[src/rtl/ptp_pdelay_mp_pkg.sv]
// Shared PTP definitions: timestamp layout, time constants and the peer-delay FSM encoding.
package ptp_pdelay_mp_pkg;

    localparam int TS_W  = 80;
    localparam int SEC_W = 48;
    localparam int NS_W  = 32;
    localparam int unsigned NS_PER_SEC = 32'd1000000000;

    typedef enum logic [2:0] {
        ST_IDLE = 3'd0,
        ST_LOAD = 3'd1,
        ST_SUB  = 3'd2,
        ST_NORM = 3'd3,
        ST_FILT = 3'd4,
        ST_OUT  = 3'd5
    } state_t;

    typedef struct packed {
        logic [SEC_W-1:0] sec;
        logic [NS_W-1:0]  ns;
    } ts_t;

    typedef struct packed {
        ts_t t0;
        ts_t t1;
        ts_t t2;
        ts_t t3;
    } ts_set_t;

    // A seconds difference is usable only when it is 0 or 1.
    function automatic logic sec_ok(input logic [SEC_W-1:0] d);
        return d[SEC_W-1:1] == '0;
    endfunction

endpackage

[src/rtl/ptp_pdelay_mp_rr_arbiter.sv]
// Round-robin arbiter: one-hot grant searching from the port after the last accepted grant.
// Pointer starts at port 0 and only advances when the grant is accepted.
module ptp_rr_arbiter #(
    parameter  int N  = 4,
    localparam int PW = (N > 1) ? $clog2(N) : 1
) (
    input  logic         i_clk,
    input  logic         i_rst,
    input  logic [N-1:0] i_req,
    input  logic         i_accept,
    output logic [N-1:0] o_gnt
);

    logic [PW-1:0] nxt_q, nxt_d;
    logic          found;
    int            idx;

    always_comb begin
        o_gnt = '0;
        found = 1'b0;
        nxt_d = nxt_q;
        idx   = 0;
        for (int i = 0; i < N; i++) begin
            idx = int'(nxt_q) + i;
            if (idx >= N) idx = idx - N;
            if (!found && i_req[idx]) begin
                o_gnt[idx] = 1'b1;
                found      = 1'b1;
                if (i_accept) nxt_d = (idx == N - 1) ? '0 : PW'(idx + 1);
            end
        end
    end

    always_ff @(posedge i_clk or posedge i_rst) begin
        if (i_rst) nxt_q <= '0;
        else       nxt_q <= nxt_d;
    end

endmodule

[src/rtl/ptp_pdelay_mp.sv]
// Multi-port peer-delay calculator: per-port capture, round-robin service, shared
// sequential datapath (LOAD/SUB/NORM/FILT/OUT) with a per-port exponential filter.
module ptp_pdelay_mp
    import ptp_pdelay_mp_pkg::*;
#(
    parameter  int NUM_PORTS     = 4,
    parameter  int AVG_SHIFT     = 3,
    parameter  int MAX_PDELAY_NS = 100000,
    localparam int PW            = (NUM_PORTS > 1) ? $clog2(NUM_PORTS) : 1
) (
    input  logic                      i_clk,
    input  logic                      i_rst,
    input  logic [NUM_PORTS*TS_W-1:0] i_pdelay_t0,
    input  logic [NUM_PORTS*TS_W-1:0] i_pdelay_t1,
    input  logic [NUM_PORTS*TS_W-1:0] i_pdelay_t2,
    input  logic [NUM_PORTS*TS_W-1:0] i_pdelay_t3,
    input  logic [NUM_PORTS-1:0]      i_pdelaytime_valid,
    output logic [TS_W-1:0]           o_pdelay_time,
    output logic [PW-1:0]             o_pdelay_port,
    output logic                      o_pdelay_time_valid,
    output logic                      o_pdelay_err,
    output logic [NUM_PORTS-1:0]      o_overrun
);

    localparam logic signed [33:0] NS_S  = 34'(NS_PER_SEC);
    localparam logic signed [33:0] MAX_S = 34'(MAX_PDELAY_NS);

    state_t                   state_q, state_d;
    logic [NUM_PORTS-1:0]     pend_q, pend_d;
    ts_set_t                  hold_q [NUM_PORTS];
    ts_set_t                  hold_d [NUM_PORTS];
    logic [NUM_PORTS-1:0]     init_q, init_d;
    logic signed [33:0]       filt_q [NUM_PORTS];
    logic signed [33:0]       filt_d [NUM_PORTS];
    logic [PW-1:0]            sel_q, sel_d;
    ts_set_t                  dp_q, dp_d;
    logic signed [33:0]       turn_q, turn_d, res_q, res_d, raw_q, raw_d;
    logic                     serr_q, serr_d, err_q, err_d;
    logic [TS_W-1:0]          time_q, time_d;
    logic [PW-1:0]            port_q, port_d;
    logic                     valid_q, valid_d, oerr_q, oerr_d;
    logic [NUM_PORTS-1:0]     ovr_q, ovr_d;

    logic [NUM_PORTS-1:0]     gnt;
    logic [PW-1:0]            gidx;
    logic                     accept;

    logic [SEC_W-1:0]         sec_turn, sec_res;
    logic signed [33:0]       ns_turn, ns_res, turn_c, res_c, raw_c;
    logic signed [33:0]       flt_cur, flt_step, flt_new;
    logic                     err_c;

    assign accept = (state_q == ST_IDLE) && (|pend_q);

    ptp_rr_arbiter #(.N(NUM_PORTS)) u_arb (
        .i_clk    (i_clk),
        .i_rst    (i_rst),
        .i_req    (pend_q),
        .i_accept (accept),
        .o_gnt    (gnt)
    );

    always_comb begin
        gidx = '0;
        for (int p = 0; p < NUM_PORTS; p++) begin
            if (gnt[p]) gidx = PW'(p);
        end
    end

    // Intervals are secdiff*1e9 + nsdiff; secdiff outside {0,1} is flagged separately.
    assign sec_turn = dp_q.t3.sec - dp_q.t0.sec;
    assign sec_res  = dp_q.t2.sec - dp_q.t1.sec;
    assign ns_turn  = $signed({2'b00, dp_q.t3.ns}) - $signed({2'b00, dp_q.t0.ns});
    assign ns_res   = $signed({2'b00, dp_q.t2.ns}) - $signed({2'b00, dp_q.t1.ns});
    assign turn_c   = ((sec_turn == SEC_W'(1)) ? NS_S : 34'sd0) + ns_turn;
    assign res_c    = ((sec_res  == SEC_W'(1)) ? NS_S : 34'sd0) + ns_res;

    assign raw_c = (turn_q - res_q) >>> 1;
    assign err_c = serr_q || (turn_q < 0) || (res_q < 0) || (raw_c < 0) || (raw_c > MAX_S);

    assign flt_cur  = filt_q[sel_q];
    assign flt_step = (raw_q - flt_cur) >>> AVG_SHIFT;
    assign flt_new  = init_q[sel_q] ? (flt_cur + flt_step) : raw_q;

    always_comb begin
        state_d = state_q;
        pend_d  = pend_q;
        hold_d  = hold_q;
        init_d  = init_q;
        filt_d  = filt_q;
        sel_d   = sel_q;
        dp_d    = dp_q;
        turn_d  = turn_q;
        res_d   = res_q;
        raw_d   = raw_q;
        serr_d  = serr_q;
        err_d   = err_q;
        time_d  = time_q;
        port_d  = port_q;
        valid_d = 1'b0;
        oerr_d  = 1'b0;
        ovr_d   = '0;

        for (int p = 0; p < NUM_PORTS; p++) begin
            if (i_pdelaytime_valid[p]) begin
                hold_d[p].t0 = i_pdelay_t0[p*TS_W +: TS_W];
                hold_d[p].t1 = i_pdelay_t1[p*TS_W +: TS_W];
                hold_d[p].t2 = i_pdelay_t2[p*TS_W +: TS_W];
                hold_d[p].t3 = i_pdelay_t3[p*TS_W +: TS_W];
                pend_d[p]    = 1'b1;
                // Data being copied out this very cycle is consumed, not lost.
                ovr_d[p]     = pend_q[p] && !((state_q == ST_LOAD) && (sel_q == PW'(p)));
            end
        end

        case (state_q)
            ST_IDLE: begin
                if (|pend_q) begin
                    sel_d   = gidx;
                    state_d = ST_LOAD;
                end
            end
            ST_LOAD: begin
                dp_d = hold_q[sel_q];
                if (!i_pdelaytime_valid[sel_q]) pend_d[sel_q] = 1'b0;
                state_d = ST_SUB;
            end
            ST_SUB: begin
                turn_d  = turn_c;
                res_d   = res_c;
                serr_d  = !(sec_ok(sec_turn) && sec_ok(sec_res));
                state_d = ST_NORM;
            end
            ST_NORM: begin
                raw_d   = raw_c;
                err_d   = err_c;
                state_d = ST_FILT;
            end
            ST_FILT: begin
                if (!err_q) begin
                    filt_d[sel_q] = flt_new;
                    init_d[sel_q] = 1'b1;
                    time_d        = {48'd0, flt_new[31:0]};
                end else begin
                    time_d        = {48'd0, flt_cur[31:0]};
                end
                port_d  = sel_q;
                valid_d = 1'b1;
                oerr_d  = err_q;
                state_d = ST_OUT;
            end
            ST_OUT:  state_d = ST_IDLE;
            default: state_d = ST_IDLE;
        endcase
    end

    always_ff @(posedge i_clk or posedge i_rst) begin
        if (i_rst) begin
            state_q <= ST_IDLE;
            pend_q  <= '0;
            init_q  <= '0;
            for (int p = 0; p < NUM_PORTS; p++) begin
                hold_q[p] <= '0;
                filt_q[p] <= '0;
            end
            sel_q   <= '0;
            dp_q    <= '0;
            turn_q  <= '0;
            res_q   <= '0;
            raw_q   <= '0;
            serr_q  <= 1'b0;
            err_q   <= 1'b0;
            time_q  <= '0;
            port_q  <= '0;
            valid_q <= 1'b0;
            oerr_q  <= 1'b0;
            ovr_q   <= '0;
        end else begin
            state_q <= state_d;
            pend_q  <= pend_d;
            init_q  <= init_d;
            hold_q  <= hold_d;
            filt_q  <= filt_d;
            sel_q   <= sel_d;
            dp_q    <= dp_d;
            turn_q  <= turn_d;
            res_q   <= res_d;
            raw_q   <= raw_d;
            serr_q  <= serr_d;
            err_q   <= err_d;
            time_q  <= time_d;
            port_q  <= port_d;
            valid_q <= valid_d;
            oerr_q  <= oerr_d;
            ovr_q   <= ovr_d;
        end
    end

    assign o_pdelay_time       = time_q;
    assign o_pdelay_port       = port_q;
    assign o_pdelay_time_valid = valid_q;
    assign o_pdelay_err        = oerr_q;
    assign o_overrun           = ovr_q;

endmodule
[config.mk]
export PLATFORM = sky130hd
export DESIGN_NAME = ptp_pdelay_mp
export DESIGN_NICKNAME = d
export VERILOG_FILES = /design/src/rtl/ptp_pdelay_mp_pkg.sv /design/src/rtl/ptp_pdelay_mp_rr_arbiter.sv /design/src/rtl/ptp_pdelay_mp.sv
export SDC_FILE = /design/constraint.sdc
export NUM_CORES = 2
export LEC_CHECK = 0
export BUFFER_PORTS_ARGS = -buffer_cell sky130_fd_sc_hd__buf_2
export CAP_MARGIN = 5
export CORE_AREA = 2 2 528 530
export DETAILED_ROUTE_END_ITERATION = 7
export DIE_AREA = 0 0 530 532
export SLEW_MARGIN = 20
export SYNTH_ARGS = -nofsm -noshare
export SYNTH_HDL_FRONTEND = slang
export SYNTH_SLANG_ARGS = --single-unit
[constraint.sdc]
create_clock -name i_clk -period 101.1 [get_ports i_clk]
set_input_delay 20.22 -clock i_clk [delete_from_list [all_inputs] [get_ports i_clk]]
set_output_delay 20.22 -clock i_clk [all_outputs]
set_load 0.05 [all_outputs]
==> results.toml <==
[floorplanning]
io_pins = 1374
initial_utilization_pct = 34.2
die_h_microns = 532
std_cell_rows = 193
die_area_sq_mm = 0.282
die_w_microns = 530
coreArea_sq_mm = 0.276

[clock_tree]
cts.sinks = 1894
path_clk_slew_ns = 0.05
cts_made_buffers = 215
cts_hold_buf = 0
cts_setup_buffers = 0
cts_resized = 0
clk_latency_ns = 0.90
cts_buffer_depth = 4
cts_tree = "yes"
h-tree-depth = 4
cts-root-buf = "clkbuf_16"

[yosys]
async_reset_ff_share_pct = 100
synth_ff_type = "dfrtp_1"
synth_cell_types = 93
yosysTopAreaCell = "dfrtp_1"
synth-seq-cells = 1894
avgSynthCellArea_sq_um = 12.0
ys_seq_area_share_pct = 50.2
synth_top_area_share_pct = 50.2
netlist_instances = 7867
synth_edf_count = 0
yosysMostFrequentCell = "dfrtp_1"
synth_area_sq_mm = 0.0944
yosys-top-cells-count = "1894 x dfrtp_1, 1300 x mux2_2, 1100 x nand2_1"
yosys_warnings = 0
yosys-top-cells-area = "dfrtp_1 50%, mux2_2 16%, mux4_2 8.5%"

[critical_path]
required_ns = 101.97
cp_max_fo = 97
crit_type = "in2async"
cp.arrival_ns = 26.66
startpoint_type = "input port"
cp-end-kind = "asynchronous set/reset pin"

[timing]
rsz0062_at_grt = "false"
period_share_pct = 25.5
fmax_mhz = 38.8
min_period_ns = 25.78
slew_headroom_pct = 24.5
final_max_slew_viol_count = 0
fin_setup_tns_ns = 0
clock_skew_ns = 0.0682
hold_viol_final = 0
setup_viol = 0
tightest_slew_ns = 1.12

[placed_design]
place_hpwl_mm = 242
postPlaceCellArea_sq_mm = 0.105
place_inst = 12600
gp_congestion = 0.908
portBuffers = 1325

[power_and_ir_drop]
p_per_area_mw_per_mm2 = 30.5
ir_drop_mv = 0.0229
p_leak_nw = 50.1

[routing]
routed_wl_mm = 319
first_iter_violations = 4882
dr_total_vias = 68300
drc = 0
routedWlPerCell_microns = 24.4
via_per_inst = 5.23
drtPass1Iterations = 6
ant_nets = 0

[final_layout]
syn_to_final_growth_pct = 18.9
design_area_sq_mm = 0.112
layout.nets = 10700
fillCellCount = 26300
drive_above_1_share_pct = 37.3
stdcell_count = 13100

[global_routing]
antenna_found_initial = 213
grt_max_degree = 158
overflow = 0
grt.total_usage_pct = 22.1
grt_pass1_vias = 70000
grt_pass1_wl_mm = 467

[run_status]
outcome = "finished, final reports clean"

[hold_path]
worst_hold_path_type = "reg2reg"

[run]
maxCapViolations = 0
## state kept, by name, summed over array words and instances (netlist names), 3 cells and up
name	cells
dp_q	320
filt_q	136
hold_q	1280
init_q	4
o_overrun	4
o_pdelay_time	32
pend_q	4
raw_q	33
res_q	34
state_q	3
turn_q	34
## cell type report
class                           count  area [sq um]  area share, %
Inverter                          296          1120          0.997
Antenna cell                      129           323          0.288
Multi-Input combinational cell   5258         44100           39.3
Sequential cell                  1894         47400           42.2
Tap cell                         3705          4640           4.13
Timing Repair Buffer             1411          7390           6.58
Clock buffer                      309          6220           5.54
Clock inverter                     71          1010          0.899
## placed cells by master (no fill, tap or decap), drive strengths merged, types with 44 or more instances in the layout
cell type,count
o21ai,546
nand3,63
inv,300
mux2,1300
nand2,1101
xor2,83
diode,129
a21oi,267
ha,290
buf,1411
xnor2,122
nor3,52
nand4,47
conb,48
dfrtp,1894
clkbuf,309
a21o,104
mux2i,44
nor2,225
o21a,49
a31oi,53
mux4,358
## logic make-up after synthesis
group                    synth area share, %
XOR/XNOR                                1.90
adder cells (fa/ha/maj)                 3.97
other                                0.00397
AO/OA/AOI/OAI                           8.33
buffers and inverters                   3.25
multiplexers                            24.5
AND/OR/NAND/NOR                         7.81
flip-flops                              50.2
## worst max-delay path, stage by stage
cell and delay, ns:
buf_2 0.13, inv_8 0.45, buf_4 0.78, buf_4 0.83
buf_4 0.77, buf_4 0.70, buf_4 0.74, buf_4 0.81
buf_4 0.83
## metal layers
layer / track usage, % / up-vias / routed length [microns] / share of wire (%)
met1: 29.7 / 34800 / 136000 / 43
met2: 35.0 / 2209 / 148000 / 47
li1: - / 30700 / - / -
met3: 4.82 / 578 / 22800 / 7.2
met5: 0 / - / 575 / 0.18
met4: 7.73 / 96 / 10600 / 3.3
## through the flow
stage          utilization [%]  setup slack (ns)  hold slack [ns]  total power, mW
2_1_floorplan                -             27.40            0.429             2.12
3_3_place_gp              37.9             74.39            0.445             2.60
5_1_grt                   40.7             74.31            0.494             3.66
3_5_place_dp              37.9             74.10            0.454             2.63
4_1_cts                   40.6             75.07            0.466             3.45
6_report                  40.7             75.32            0.465             3.43
## path summary, 6_finish.rpt
path	startpoint	to	slack [ns]	depth (start not counted)
max	i_rst	hold_q[439]	75.32	9
min	init_q[1]	init_q[1]	0.47	1
max reg2reg	dp_q[272]	turn_q[32]	92.73	28
min reg2reg	init_q[1]	init_q[1]	0.47	1
max in group i_clk	i_pdelaytime_valid[1]	hold_q[743]	77.58	6
min in group asynchronous	i_rst	hold_q[67]	19.41	2
## power breakdown
part | leakage (nW) | switching, mW | internal, mW | total, mW
clock | 3.52 | 0.331 | 0.469 | 0.800
sequential | 22.5 | 0.0890 | 0.908 | 0.997
combinational | 24.1 | 1.03 | 0.598 | 1.63
Note: power is estimated with default switching activity, not from simulation.
